[src/rtl/feature_read_requester.sv]
// feature_read_requester: walks an element-addressed feature volume as a
// series of word-aligned bus reads, one outstanding at a time, and reports
// which slice of each returned beat belongs to the volume.
module feature_read_requester #(
    parameter int MAX_READ_WIDTH = 16,
    parameter int MEM_ADDR_W     = 32,
    parameter int SEQ_W          = 4,
    parameter int VOL_W          = 16,
    localparam int POS_W         = $clog2(MAX_READ_WIDTH),
    localparam int WW_W          = POS_W + 1
) (
    input  logic                  clock,
    input  logic                  reset,
    input  logic                  start,
    input  logic                  abort,
    input  logic [MEM_ADDR_W-1:0] base_addr,
    input  logic [VOL_W-1:0]      volume_size,
    input  logic                  hold,
    output logic                  req_valid,
    input  logic                  req_ready,
    output logic [MEM_ADDR_W-1:0] req_addr,
    output logic [SEQ_W-1:0]      req_seq,
    input  logic                  resp_valid,
    input  logic [SEQ_W-1:0]      resp_seq,
    output logic [SEQ_W-1:0]      exp_seq,
    output logic [POS_W-1:0]      read_pos,
    output logic [WW_W-1:0]       write_width,
    output logic                  beat_accept,
    output logic                  busy,
    output logic                  done
);

    typedef enum logic [1:0] {
        S_IDLE = 2'd0,
        S_REQ  = 2'd1,
        S_WAIT = 2'd2,
        S_FIN  = 2'd3
    } state_t;

    state_t                state_reg;
    logic                  req_valid_reg;
    logic [MEM_ADDR_W-1:0] cur_addr_reg;
    logic [VOL_W-1:0]      remaining_reg;
    logic [SEQ_W-1:0]      exp_seq_reg;
    logic [POS_W-1:0]      read_pos_reg;
    logic [WW_W-1:0]       write_width_reg;

    logic                  beat_hit;
    logic [POS_W-1:0]      off_next;
    logic [WW_W-1:0]       space_next;
    logic [WW_W-1:0]       write_width_next;

    // Beat matching and slice sizing; abort wins over an accept in the same cycle.
    always_comb begin
        beat_hit   = (state_reg == S_WAIT) && resp_valid && (resp_seq == exp_seq_reg) && !abort;
        off_next   = cur_addr_reg[POS_W-1:0];
        space_next = WW_W'(MAX_READ_WIDTH) - {1'b0, off_next};
        if (remaining_reg < VOL_W'(space_next)) begin
            write_width_next = WW_W'(remaining_reg);
        end else begin
            write_width_next = space_next;
        end
    end

    // Request/response sequencer; reset, then abort, take precedence over everything.
    always_ff @(posedge clock) begin
        if (reset) begin
            state_reg       <= S_IDLE;
            req_valid_reg   <= 1'b0;
            cur_addr_reg    <= '0;
            remaining_reg   <= '0;
            exp_seq_reg     <= '0;
            read_pos_reg    <= '0;
            write_width_reg <= '0;
        end else if (abort) begin
            // Bumping the tag makes any late response to the dropped request miss.
            state_reg     <= S_IDLE;
            req_valid_reg <= 1'b0;
            exp_seq_reg   <= exp_seq_reg + 1'b1;
        end else begin
            case (state_reg)
                S_IDLE: begin
                    if (start) begin
                        cur_addr_reg  <= base_addr;
                        remaining_reg <= volume_size;
                        if (volume_size == '0) begin
                            state_reg <= S_FIN;
                        end else begin
                            state_reg     <= S_REQ;
                            req_valid_reg <= !hold;
                        end
                    end
                end
                S_REQ: begin
                    if (req_valid_reg && req_ready) begin
                        state_reg     <= S_WAIT;
                        req_valid_reg <= 1'b0;
                    end else begin
                        // Holding mid-handshake withdraws the request; it is reissued unchanged later.
                        req_valid_reg <= !hold;
                    end
                end
                S_WAIT: begin
                    if (beat_hit) begin
                        cur_addr_reg    <= cur_addr_reg + MEM_ADDR_W'(write_width_next);
                        remaining_reg   <= remaining_reg - VOL_W'(write_width_next);
                        exp_seq_reg     <= exp_seq_reg + 1'b1;
                        read_pos_reg    <= off_next;
                        write_width_reg <= write_width_next;
                        if (remaining_reg == VOL_W'(write_width_next)) begin
                            state_reg <= S_FIN;
                        end else begin
                            state_reg     <= S_REQ;
                            req_valid_reg <= !hold;
                        end
                    end
                end
                S_FIN: begin
                    state_reg <= S_IDLE;
                end
                default: begin
                    state_reg     <= S_IDLE;
                    req_valid_reg <= 1'b0;
                end
            endcase
        end
    end

    // Output view: accepted-beat slice is live during accept, otherwise the last one is held.
    always_comb begin
        req_valid   = req_valid_reg;
        req_addr    = {cur_addr_reg[MEM_ADDR_W-1:POS_W], {POS_W{1'b0}}};
        req_seq     = exp_seq_reg;
        exp_seq     = exp_seq_reg;
        beat_accept = beat_hit;
        read_pos    = beat_hit ? off_next : read_pos_reg;
        write_width = beat_hit ? write_width_next : write_width_reg;
        busy        = (state_reg == S_REQ) || (state_reg == S_WAIT);
        done        = (state_reg == S_FIN) && !abort;
    end

endmodule

[config.mk]
export PLATFORM = sky130hd
export DESIGN_NAME = feature_read_requester
export DESIGN_NICKNAME = d
export VERILOG_FILES = /design/src/rtl/feature_read_requester.sv
export SDC_FILE = /design/constraint.sdc
export NUM_CORES = 1
export LEC_CHECK = 0
export CORE_MARGIN = 5
export CORE_UTILIZATION = 55
export CTS_CLUSTER_DIAMETER = 30
export CTS_CLUSTER_SIZE = 24
export DETAILED_ROUTE_END_ITERATION = 10
export MAX_ROUTING_LAYER = met4
export PLACE_DENSITY_LB_ADDON = 0.25
export SKIP_LAST_GASP = 1
export SLEW_MARGIN = 20
export SYNTH_ARGS = -nofsm -noshare
export SYNTH_HDL_FRONTEND = slang
export SYNTH_SLANG_ARGS = --single-unit
[constraint.sdc]
create_clock -name clock -period 14.39 [get_ports clock]
set_input_delay 2.878 -clock clock [delete_from_list [all_inputs] [get_ports clock]]
set_output_delay 2.878 -clock clock [all_outputs]
set_load 0.02 [all_outputs]
After elaboration in Yosys (flattened, before gate mapping)
Cells that the tools add are included.
- add/subtract/negate cells: 4
- $lt $le $gt $ge: 1
- equality and inequality tests: 10
- multiplexer cells: 24
- bitwise gates (word level): 1
- reduce and logical (&&, ||, !) cells: 20
- operators with widths (operator ; number):
    $mux 32 ; 2
    $pmux 32 s2 ; 1
    $add 32x5->32 ; 1
    $mux 16 ; 2
    $pmux 16 s2 ; 1
    $eq 16x5->1 ; 1
    $logic_not 16->1 ; 1
    $lt 16x5->1 ; 1
    $mux 4 ; 4
    $sub 16x5->16 ; 1
    $mux 2 ; 5
    $mux 5 ; 2
    $ne 2x2->1 const B ; 5
    $pmux 2 s4 ; 1
    $reduce_bool 2->1 ; 3
    $logic_and 1x1->1 ; 5
    $mux 1 ; 5
    $reduce_and 5->1 ; 1
    $sub 5x4->5 const A ; 1
    $add 4x1->4 const B ; 1
    $eq 2x2->1 const B ; 2
    $eq 4x4->1 ; 1
    $reduce_and 2->1 ; 2
    $reduce_and 4->1 ; 1
    9 further kinds ; 10
- register bits after elaboration: 64
- input bits: 59
- output and inout bits: 53

Depth between registers and ports, before layout
Gate-level depths: netlist of the first run.
- depth in word-level cells: 7
- gate-level depth with buffers: 24
- depth with buffers taken out: 21

Least setup slack after synthesis of the first run
No wires, ideal clock.
- path type: input-to-output
- start: input port resp_seq[2]
- end: output port write_width[1]
- arrival time: 4.487 ns
- path slack: 7.025 ns
- stages: 7
- cells stage by stage: xor2_1 -> nor3_1 -> nand4_1 -> nor2_1 -> clkbuf_1 -> nor2_1 -> a21oi_1
- cells in the longest elaborated chain, start to end: 4
- RTL lines (element ; RTL line ; source):
    from (decl) ; 24 ; input logic [SEQ_W-1:0] resp_seq,
    $eq 4x4->1 ; 55 ; beat_hit = (state_reg == S_WAIT) && resp_valid && (resp_seq == exp_seq_reg) && !abort;
    $logic_and 1x1->1 (2 in a row) ; 55 ;
    named net beat_accept ; 28 ; output logic beat_accept,
    $mux 5 ; - ;
    to (decl) ; 27 ; output logic [WW_W-1:0] write_width,
The timed path passes the listed nets, and every way through them passes these cells.

Final worst setup path of the first run
- start: input port resp_seq[2]
- end: output port write_width[0]
- cells in the longest elaborated chain, start to end: 4
- RTL lines (element ; RTL line):
    $eq 4x4->1 ; 55
    $logic_and 1x1->1 (2 in a row) ; 55
    $mux 5 ; -
Every way passes these cells.

==> results_dict.tcl, run 1 <==
set metrics [dict create \
    seqPwrFrac_pct 31.9 \
    switching_share_pct 40.0 \
    synthTopCellsByArea "dfxtp_1 (26%), buf_4 (5.5%), nor2_1 (5.1%), ha_1 (3.9%), nand2_1 (3.9%)" \
    cts.sinks 64 \
    area_growth_syn_to_layout_pct 21.1 \
    path_class "in -> out" \
    grt_pass1_vias 4808 \
    synth_top_area_cell "dfxtp_1" \
    finalNetCount 759 \
    finalCriticalPeriod_ns 8.74 \
    p_per_area_mw_per_mm2 114 \
    io_pins 112 \
    crit_slowest_cell "nor2_1" \
    dpl.hpwl_um 10400 \
    fillers 766 \
    clkPwrFrac_pct 24.9 \
    crit_required_ns 11.51 \
    met2_length_um 6920 \
    cpPeakStageDelay_ns 0.88 \
    path_clk_slew_ns 0.07 \
    drive_above_1_share_pct 6.39 \
    p_leak_nw 2.16 \
    io_buffers 107 \
    cp-end-kind "output pin" \
    worstPathCellList "clkdlybuf4s50_1 -> xor2_1 -> nor3_1 -> nand4_1 -> nor2_1 -> inv_1 -> nor2_1 -> nor2_1 -> clkdlybuf4s50_1" \
    finClkSkew_ns 0.00923 \
    syn_area_mm2 0.00487 \
    async_flop_share_pct 0 \
    pre_cts_ws_ns 5.63 \
    final.period_utilization_pct 60.7 \
    rows 34 \
    antenna_cells 0 \
    die_w_um 104 \
    power.internal_w 0.000404 \
    drtIter0Drc 524 \
    finalSetupTns_ns 0 \
    multi_input_area_mm2 0.00310 \
    grt_pass1_wl_um 23800 \
    status "finished clean" \
    mostFrequentLayoutCell "clkdlybuf4s50_1" \
    dr.max_layer_used "met4" \
    postCtsSetupBuffers 0 \
    insertion_delay_ns 0.35 \
    synth_edf_count 0 \
    mostFrequentLayoutCells "clkdlybuf4s50_1 (107), nor2_1 (65), dfxtp_1 (64)" \
    ys_seq_area_share_pct 26.3 \
    ctsResizeCount 0 \
    seqCellArea_mm2 0.00128 \
    firstDrtPassIters 5 \
    die_y_um 104 \
    grt_max_degree 55 \
    ys_types 78 \
    floorplan.initialDensity_pct 56.1 \
    max-cap-violations 0 \
    ant_nets 0 \
    synth_ff_type "dfxtp_1" \
    finalSetupViolations 0 \
    worst_setup_path_start_kind "input port" \
    setup_ws_ns 5.65 \
    vdd_drop_max_mv 0.0708 \
    cts-root-buf "clkbuf_8" \
    dr_wl_met3_um 1270 \
    yosys.area.top_type_share_pct 26.3 \
    htree_levels 3 \
    antenna_found_initial 0 \
    tightestPinTransition_ns 1.11 \
    wl_met1_um 6260 \
    synth.avg_cell_area_um2 7.67 \
    rsz0062_at_grt "false" \
    grt_overflow 0 \
    drv_slew 0 \
    hold_buffers 0 \
    cts_tree "built" \
    dieArea_mm2 0.0108 \
    vias 5146 \
    cp_common_cell "nor2_1" \
    path_max_fanout 13 \
    numCtsBuffers 9 \
    clockBufferDepth 2 \
    totalWireLength_um 14700 \
    grt_usage_pct 26.6 \
    gp_congestion 0.905 \
    finalHoldViolCount 0 \
    fp.coreArea_mm2 0.00868 \
    drc 0 \
    routedWlPerCell_um 18.4 \
    slew_headroom_pct 25.6 \
    syn_inst 635 \
    power.switching_w 0.000270 \
    synth_seq_cells 64 \
    cp.arrival_ns 5.86 \
    worstHoldPathType "reg -> reg" \
    combPwrFrac_pct 43.1 \
    largest_reg_flops 32 \
    via_per_inst 6.46 \
    fmaxAchievable_mhz 114 \
    ys_warn_count 0 \
]
synthesized netlist by cell type (3+ instances only):
cell and number:
mux2i_1 8, o21ai_0 31, o21a_1 3, nand2_1 50
a21o_1 5, a211oi_1 15, nand4_1 8, xor2_1 8
o31ai_1 5, and3_1 16, or3_1 8, a311oi_1 17
a2111oi_0 6, mux2_2 7, dfxtp_1 64, nand3_1 18
buf_2 4, nand2b_1 6, and2_1 17, a31oi_1 18
a41oi_1 3, inv_1 19, nor2_1 66, nor3_1 16
nor2b_1 7, ha_1 15, clkbuf_1 32, nor4_1 13
a2bb2oi_1 3, a21oi_1 33, xnor2_1 7, o211ai_1 4
o31a_1 3, and4_1 3, a22oi_1 3, buf_4 36
a221oi_1 3
final cells by class:
cell class	count	share of cell area, %
Multi-Input combinational cell	478	52.5
Sequential cell	64	21.7
Timing Repair Buffer	112	18.8
Clock buffer	12	2.80
Tap cell	108	2.29
Inverter	20	1.27
Clock inverter	3	0.679
power groups by stage:
stage / sequential, W / clock (W) / combinational [W]
after global routing: 0.000218 / 0.000176 / 0.000318
after detailed placement: 0.000218 / 0 / 0.000285
final: 0.000215 / 0.000168 / 0.000291
after global placement: 0.000217 / 0 / 0.000282
after floorplan: 0.000212 / 0 / 0.000218
after CTS: 0.000214 / 0.000167 / 0.000286
cell families after synthesis:
logic type                 Yosys count  share of synthesized area, %
other                                1                        0.0770
DFF                                 64                          26.3
muxes                               16                          3.49
and+or+nand+nor                    241                          25.0
adders and majority gates           17                          4.26
xor gates and xnor gates            16                          3.03
AOI/OAI and AO/OA                  184                          27.3
buffers and inverters               96                          10.6
metrics by stage:
stage	cell area, µm²	util (%)	power, W	hold WS [ns]	instances
final	5900	68.0	0.000674	0.489	797
after detailed placement	5690	65.6	0.000503	0.482	782
after CTS	5900	68.0	0.000667	0.492	797
after global placement	5690	65.6	0.000499	0.459	782
after floorplan	4880	-	0.000429	0.444	638
after global routing	5900	68.0	0.000712	0.514	797
metal layers:
| metal | track usage [%] | vias to the layer above |
|---|---|---|
| met5 | - | - |
| met4 | 7.22 | 0 |
| met3 | 4.28 | 20 |
| met2 | 42.6 | 285 |
| met1 | 34.9 | 2422 |
| li1 | - | 2419 |
worst max-delay path: cells and delay by family:
family	cells	cell delay [ns]
xor gates and xnor gates	1	0.14
buffers and inverters	3	1.22
and+or+nand+nor	5	1.62
path summary, 6_finish.rpt:
path | to | from | slack, ns | cells past startpoint
worst max-delay path | write_width[0] | resp_seq[2] | 5.65 | 9
worst min-delay path | remaining_reg[10] | remaining_reg[10] | 0.49 | 2
worst max register to register | remaining_reg[14] | cur_addr_reg[1] | 8.64 | 20
worst min register to register | remaining_reg[10] | remaining_reg[10] | 0.49 | 2
No activity file was read; power rests on OpenSTA's default activity.
==> run 2, diff against run 1 <==
--- a/config.mk
+++ b/config.mk
@@ -6,7 +6,7 @@
 export NUM_CORES = 1
 export LEC_CHECK = 0
 export CORE_MARGIN = 5
-export CORE_UTILIZATION = 55
+export CORE_UTILIZATION = 46
 export CTS_CLUSTER_DIAMETER = 30
 export CTS_CLUSTER_SIZE = 24
 export DETAILED_ROUTE_END_ITERATION = 10
==> constraint.sdc (replaced) <==
create_clock -name clock -period 7.95 [get_ports clock]
set_input_delay 1.59 -clock clock [delete_from_list [all_inputs] [get_ports clock]]
set_output_delay 1.59 -clock clock [all_outputs]
set_load 0.02 [all_outputs]
==> run 2 against run 1 <==
- worst setup slack got worse by 3.6 ns
- sequential cell count did not move
- global-route usage fell by 2.9 points
- power rose by 83%
- sequential power rose by 81%
- worst hold slack improved by 0.0041 ns
- critical path depth rose by 4
- utilization fell by 10 points
- critical path type is now reg -> out
==> results_dict.tcl, run 2 (synthesis gave the netlist of run 1 again) <==
set metrics [dict create \
    cp-end-kind "output pin" \
    dieArea_mm2 0.0127 \
    finalSetupTns_ns 0 \
    grt_pass1_wl_um 24400 \
    ant_nets 0 \
    totalWireLength_um 15200 \
    cpPeakStageDelay_ns 0.68 \
    tightestPinTransition_ns 0.930 \
    slew_headroom_pct 37.9 \
    cts_tree "built" \
    fp.coreArea_mm2 0.0103 \
    gp_congestion 0.894 \
    grt_overflow 0 \
    via_per_inst 6.14 \
    crit_family "simple AND/OR/NAND/NOR gates" \
    io_pins 112 \
    finalSetupViolations 0 \
    drc 0 \
    p_leak_nw 2.17 \
    status "finished clean" \
    vias 5072 \
    grt_pass1_vias 4997 \
    crit_slowest_cell "or4_1" \
    path_max_fanout 14 \
    finalHoldViolCount 0 \
    area_growth_syn_to_layout_pct 22.3 \
    floorplan.initialDensity_pct 47.2 \
    seqCellArea_mm2 0.00128 \
    cts-root-buf "clkbuf_8" \
    max-cap-violations 0 \
    worst_setup_path_start_kind "register" \
    grt_max_degree 55 \
    die_y_um 113 \
    fillers 959 \
    finalCriticalPeriod_ns 5.85 \
    io_buffers 107 \
    insertion_delay_ns 0.35 \
    largest_reg_flops 32 \
    drive_above_1_share_pct 6.38 \
    fmaxAchievable_mhz 171 \
    routedWlPerCell_um 18.4 \
    grt_usage_pct 23.7 \
    postCtsSetupBuffers 0 \
    ctsResizeCount 0 \
    finClkSkew_ns 0.0127 \
    vdd_drop_max_mv 0.107 \
    multi_input_area_mm2 0.00310 \
    placed_cell_area_mm2 0.00574 \
    numCtsBuffers 9 \
    drv_slew 0 \
    path_class "reg -> out" \
    crit_required_ns 6.36 \
    worstPathCellList "inv_1 -> ha_1 -> and2_1 -> inv_1 -> ha_1 -> nor2b_1 -> o31ai_1 -> or4_1 -> and2_1 -> o21ai_0 -> nor2_1 -> nor2_1 -> clkdlybuf4s50_1" \
    rows 37 \
    rsz0062_at_grt "false" \
    finalNetCount 760 \
    cts.sinks 64 \
    htree_levels 3 \
    worstHoldPathType "reg -> reg" \
    clockBufferDepth 2 \
    final.period_utilization_pct 73.6 \
    mostFrequentLayoutCell "clkdlybuf4s50_1" \
    cp.arrival_ns 4.26 \
    mostFrequentLayoutCells "clkdlybuf4s50_1 (107), nor2_1 (65), dfxtp_1 (64)" \
    die_w_um 113 \
    firstDrtPassIters 5 \
    dpl.hpwl_um 10800 \
    hold_buffers 0 \
    antenna_cells 0 \
    postLayoutCellArea_mm2 0.00596 \
    path_clk_slew_ns 0.07 \
    p_per_area_mw_per_mm2 207 \
    crit_buf_inv 3 \
    antenna_found_initial 0 \
    drtIter0Drc 312 \
]
-- run 2: cell count changes in the layout (fill, tap and decap cells not counted), sizes merged --
| cell | change |
|---|---|
| buf | +1 |
| bufinv | +1 |
| clkinv | -1 |
-- run 2: power by group --
group	switching, W	internal (W)
Clock	0.000129	0.000192
Sequential	0.0000410	0.000349
Combinational	0.000311	0.000214
-- run 2: routing by layer --
metal	GRT usage, %	part of all wire [%]	vias to the layer above
met4	6.89	1.3	0
met5	-	0	-
met3	4.49	7.3	17
li1	-	-	2422
met2	37.8	46	219
met1	30.6	45	2414
-- run 2: cell type report --
class                           instances  area share [%]
Clock buffer                           12            2.60
Clock inverter                          3            1.09
Inverter                               20            1.26
Multi-Input combinational cell        478            52.0
Sequential cell                        64            21.5
Tap cell                              136            2.86
Timing Repair Buffer                  113            18.7
-- run 2: per-stage QoR --
step	cells	setup slack [ns]	hold slack, ns	power [W]	util [%]
after global routing	826	1.82	0.510	0.00131	57.7
after global placement	811	2.50	0.460	0.000909	55.6
after detailed placement	811	2.46	0.472	0.000914	55.6
final	826	2.10	0.493	0.00124	57.7
after floorplan	638	3.16	0.444	0.000777	-
after CTS	826	2.09	0.487	0.00124	57.7
-- run 2: worst paths after layout --
kind,startpoint,endpoint,slack (ns),cells past startpoint
setup / recovery,cur_addr_reg[1],write_width[0],2.10,13
hold / removal,remaining_reg[10],remaining_reg[10],0.49,2
setup reg to reg,cur_addr_reg[1],remaining_reg[14],2.53,20
hold reg to reg,remaining_reg[10],remaining_reg[10],0.49,2
-- run 2: worst reg2reg max path, delay by kind of cell, from the launching register on --
kind / cells / cell delay (ns)
DFF: 1 / 0.42
AOI/OAI and AO/OA: 6 / 1.48
adders and majority gates: 4 / 0.99
buffers and inverters: 3 / 0.28
and+or+nand+nor: 7 / 2.19
==> run 3, diff against run 2 <==
--- a/config.mk
+++ b/config.mk
@@ -6,7 +6,7 @@
 export NUM_CORES = 1
 export LEC_CHECK = 0
 export CORE_MARGIN = 5
-export CORE_UTILIZATION = 46
+export CORE_UTILIZATION = 51
 export CTS_CLUSTER_DIAMETER = 30
 export CTS_CLUSTER_SIZE = 24
 export DETAILED_ROUTE_END_ITERATION = 10
==> constraint.sdc (replaced) <==
create_clock -name clock -period 5.8 [get_ports clock]
set_input_delay 1.16 -clock clock [delete_from_list [all_inputs] [get_ports clock]]
set_output_delay 1.16 -clock clock [all_outputs]
set_load 0.02 [all_outputs]
==> run 3 against run 2 <==
- global-route usage grew 2.9 points
- final area shrank 0.42%
- final cell count shrank 0.61%
- critical endpoint is now write_width[2]
- critical path depth shrank 1
- critical path type unchanged
==> results_dict.tcl, run 3 (synthesis gave the netlist of run 1 again) <==
set metrics [dict create \
    grt_max_degree 55 \
    fillers 865 \
    fmaxAchievable_mhz 185 \
    seqCellArea_mm2 0.00128 \
    rows 35 \
    p_per_area_mw_per_mm2 278 \
    met3_usage_pct 4.62 \
    cts.sinks 64 \
    crit_slowest_cell "or4_1" \
    totalWireLength_um 15200 \
    vias 5196 \
    rsz0062_at_grt "false" \
    clockBufferDepth 2 \
    tightestPinTransition_ns 0.904 \
    worst_setup_path_start_kind "register" \
    slew_headroom_pct 39.6 \
    die_y_um 108 \
    die_w_um 108 \
    drive_above_1_share_pct 6.50 \
    cpPeakStageDelay_ns 0.68 \
    p_leak_nw 2.16 \
    cts-root-buf "clkbuf_8" \
    worstHoldPathType "reg -> reg" \
    busiest_layer "met2" \
    drtIter0Drc 541 \
    fp.coreArea_mm2 0.00928 \
    grt_usage_pct 26.6 \
    r2r_slack_ns 0.52 \
    dieArea_mm2 0.0116 \
    grt_pass1_wl_um 24600 \
    io_buffers 107 \
    finalCriticalPeriod_ns 5.42 \
    cts_tree "built" \
    mostFrequentLayoutCells "clkdlybuf4s50_1 (107), nor2_1 (66), dfxtp_1 (64)" \
    dpl.hpwl_um 10800 \
    finalHoldViolCount 0 \
    grt_pass1_vias 5085 \
    final.period_utilization_pct 93.4 \
    holdWs_ns 0.482 \
    grt_overflow 0 \
    routedWlPerCell_um 18.5 \
    finClkSkew_ns 0.00790 \
    finalNetCount 762 \
    finalSetupTns_ns 0 \
    htree_levels 3 \
    drv_slew 0 \
    worstPathCellList "inv_1 -> ha_1 -> and2_1 -> inv_1 -> ha_1 -> nor2b_1 -> o31ai_1 -> or4_1 -> and2_1 -> o21ai_0 -> mux2_2 -> clkdlybuf4s50_1" \
    grtUsageMet1_pct 34.2 \
    antenna_cells 0 \
    firstDrtPassIters 5 \
    mostFrequentLayoutCell "clkdlybuf4s50_1" \
    hold_buffers 0 \
    path_max_fanout 14 \
    multi_input_area_mm2 0.00310 \
    numCtsBuffers 9 \
    area_growth_syn_to_layout_pct 21.8 \
    gp_congestion 0.930 \
    max-cap-violations 0 \
    crit_required_ns 4.64 \
    path_class "reg -> out" \
    met2_usage_pct 43.2 \
    insertion_delay_ns 0.34 \
    crit_family "simple AND/OR/NAND/NOR gates" \
    via_per_inst 6.33 \
    status "finished clean" \
    crit_buf_inv 3 \
    path_clk_slew_ns 0.07 \
    finalSetupViolations 0 \
    largest_reg_flops 32 \
    io_pins 112 \
    vdd_drop_max_mv 0.119 \
    antenna_found_initial 0 \
    floorplan.initialDensity_pct 52.5 \
    drc 0 \
    ant_nets 0 \
    cp-end-kind "output pin" \
    cp.arrival_ns 4.26 \
]
[run 3: worst reg2reg max path, stage by stage, from the launching register on]
cell and delay [ns]:
dfxtp_1 0.42, inv_1 0.10, ha_1 0.21, and2_1 0.24
inv_1 0.12, ha_1 0.28, nor2b_1 0.17, o31ai_1 0.12
or4_1 0.68, and2_1 0.39, nand2_1 0.13, o21ai_0 0.15
ha_1 0.40, o21ai_0 0.16, nand2_1 0.10, nand2_1 0.06
o31a_1 0.31, a21oi_2 0.51, and2_1 0.44, a311oi_1 0.15
[run 3: worst paths after layout]
kind / start / endpoint / depth (start not counted)
worst max register to register: cur_addr_reg[1] / cur_addr_reg[29] / 19
worst max-delay path: cur_addr_reg[1] / write_width[2] / 12
worst min register to register: remaining_reg[10] / remaining_reg[10] / 2
worst min-delay path: remaining_reg[10] / remaining_reg[10] / 2
[run 3: layout make-up]
type / count / share of cell area [%]
repair buffers: 115 / 19.1
clock buffers: 12 / 2.45
flip-flops and latches: 64 / 21.6
multi-input cells: 478 / 52.2
clock inverters: 3 / 0.717
well taps: 129 / 2.72
inverters: 20 / 1.27
[run 3: power breakdown]
group / internal [W] / switching (W)
combinational: 0.000296 / 0.000435
sequential: 0.000479 / 0.0000564
clock: 0.000208 / 0.000175
total: 0.000982 / 0.000667
[run 3: stage by stage]
step	util [%]	power [W]	instance area, µm²	setup slack (ns)	cells
floorplan	-	0.00107	4880	1.06	638
global placement	61.8	0.00124	5740	0.640	806
detailed placement	61.8	0.00125	5740	0.419	806
CTS	63.9	0.00164	5930	0.312	821
global route	63.9	0.00175	5930	0.0692	821
finish	63.9	0.00165	5930	0.381	821
[run 3: layer usage]
layer  routed length [µm]  vias to the layer above
met5                    0                        -
met4                  205                        0
met3                 1160                       19
met2                 7190                      268
met1                 6610                     2476
li1                     -                     2433
[run 3: what timing repair did]
item / 4_1_cts / 5_1_grt
setup endpoints to repair: 0 / 3
buffers inserted: 0 / 0
resized for setup: 0 / 2
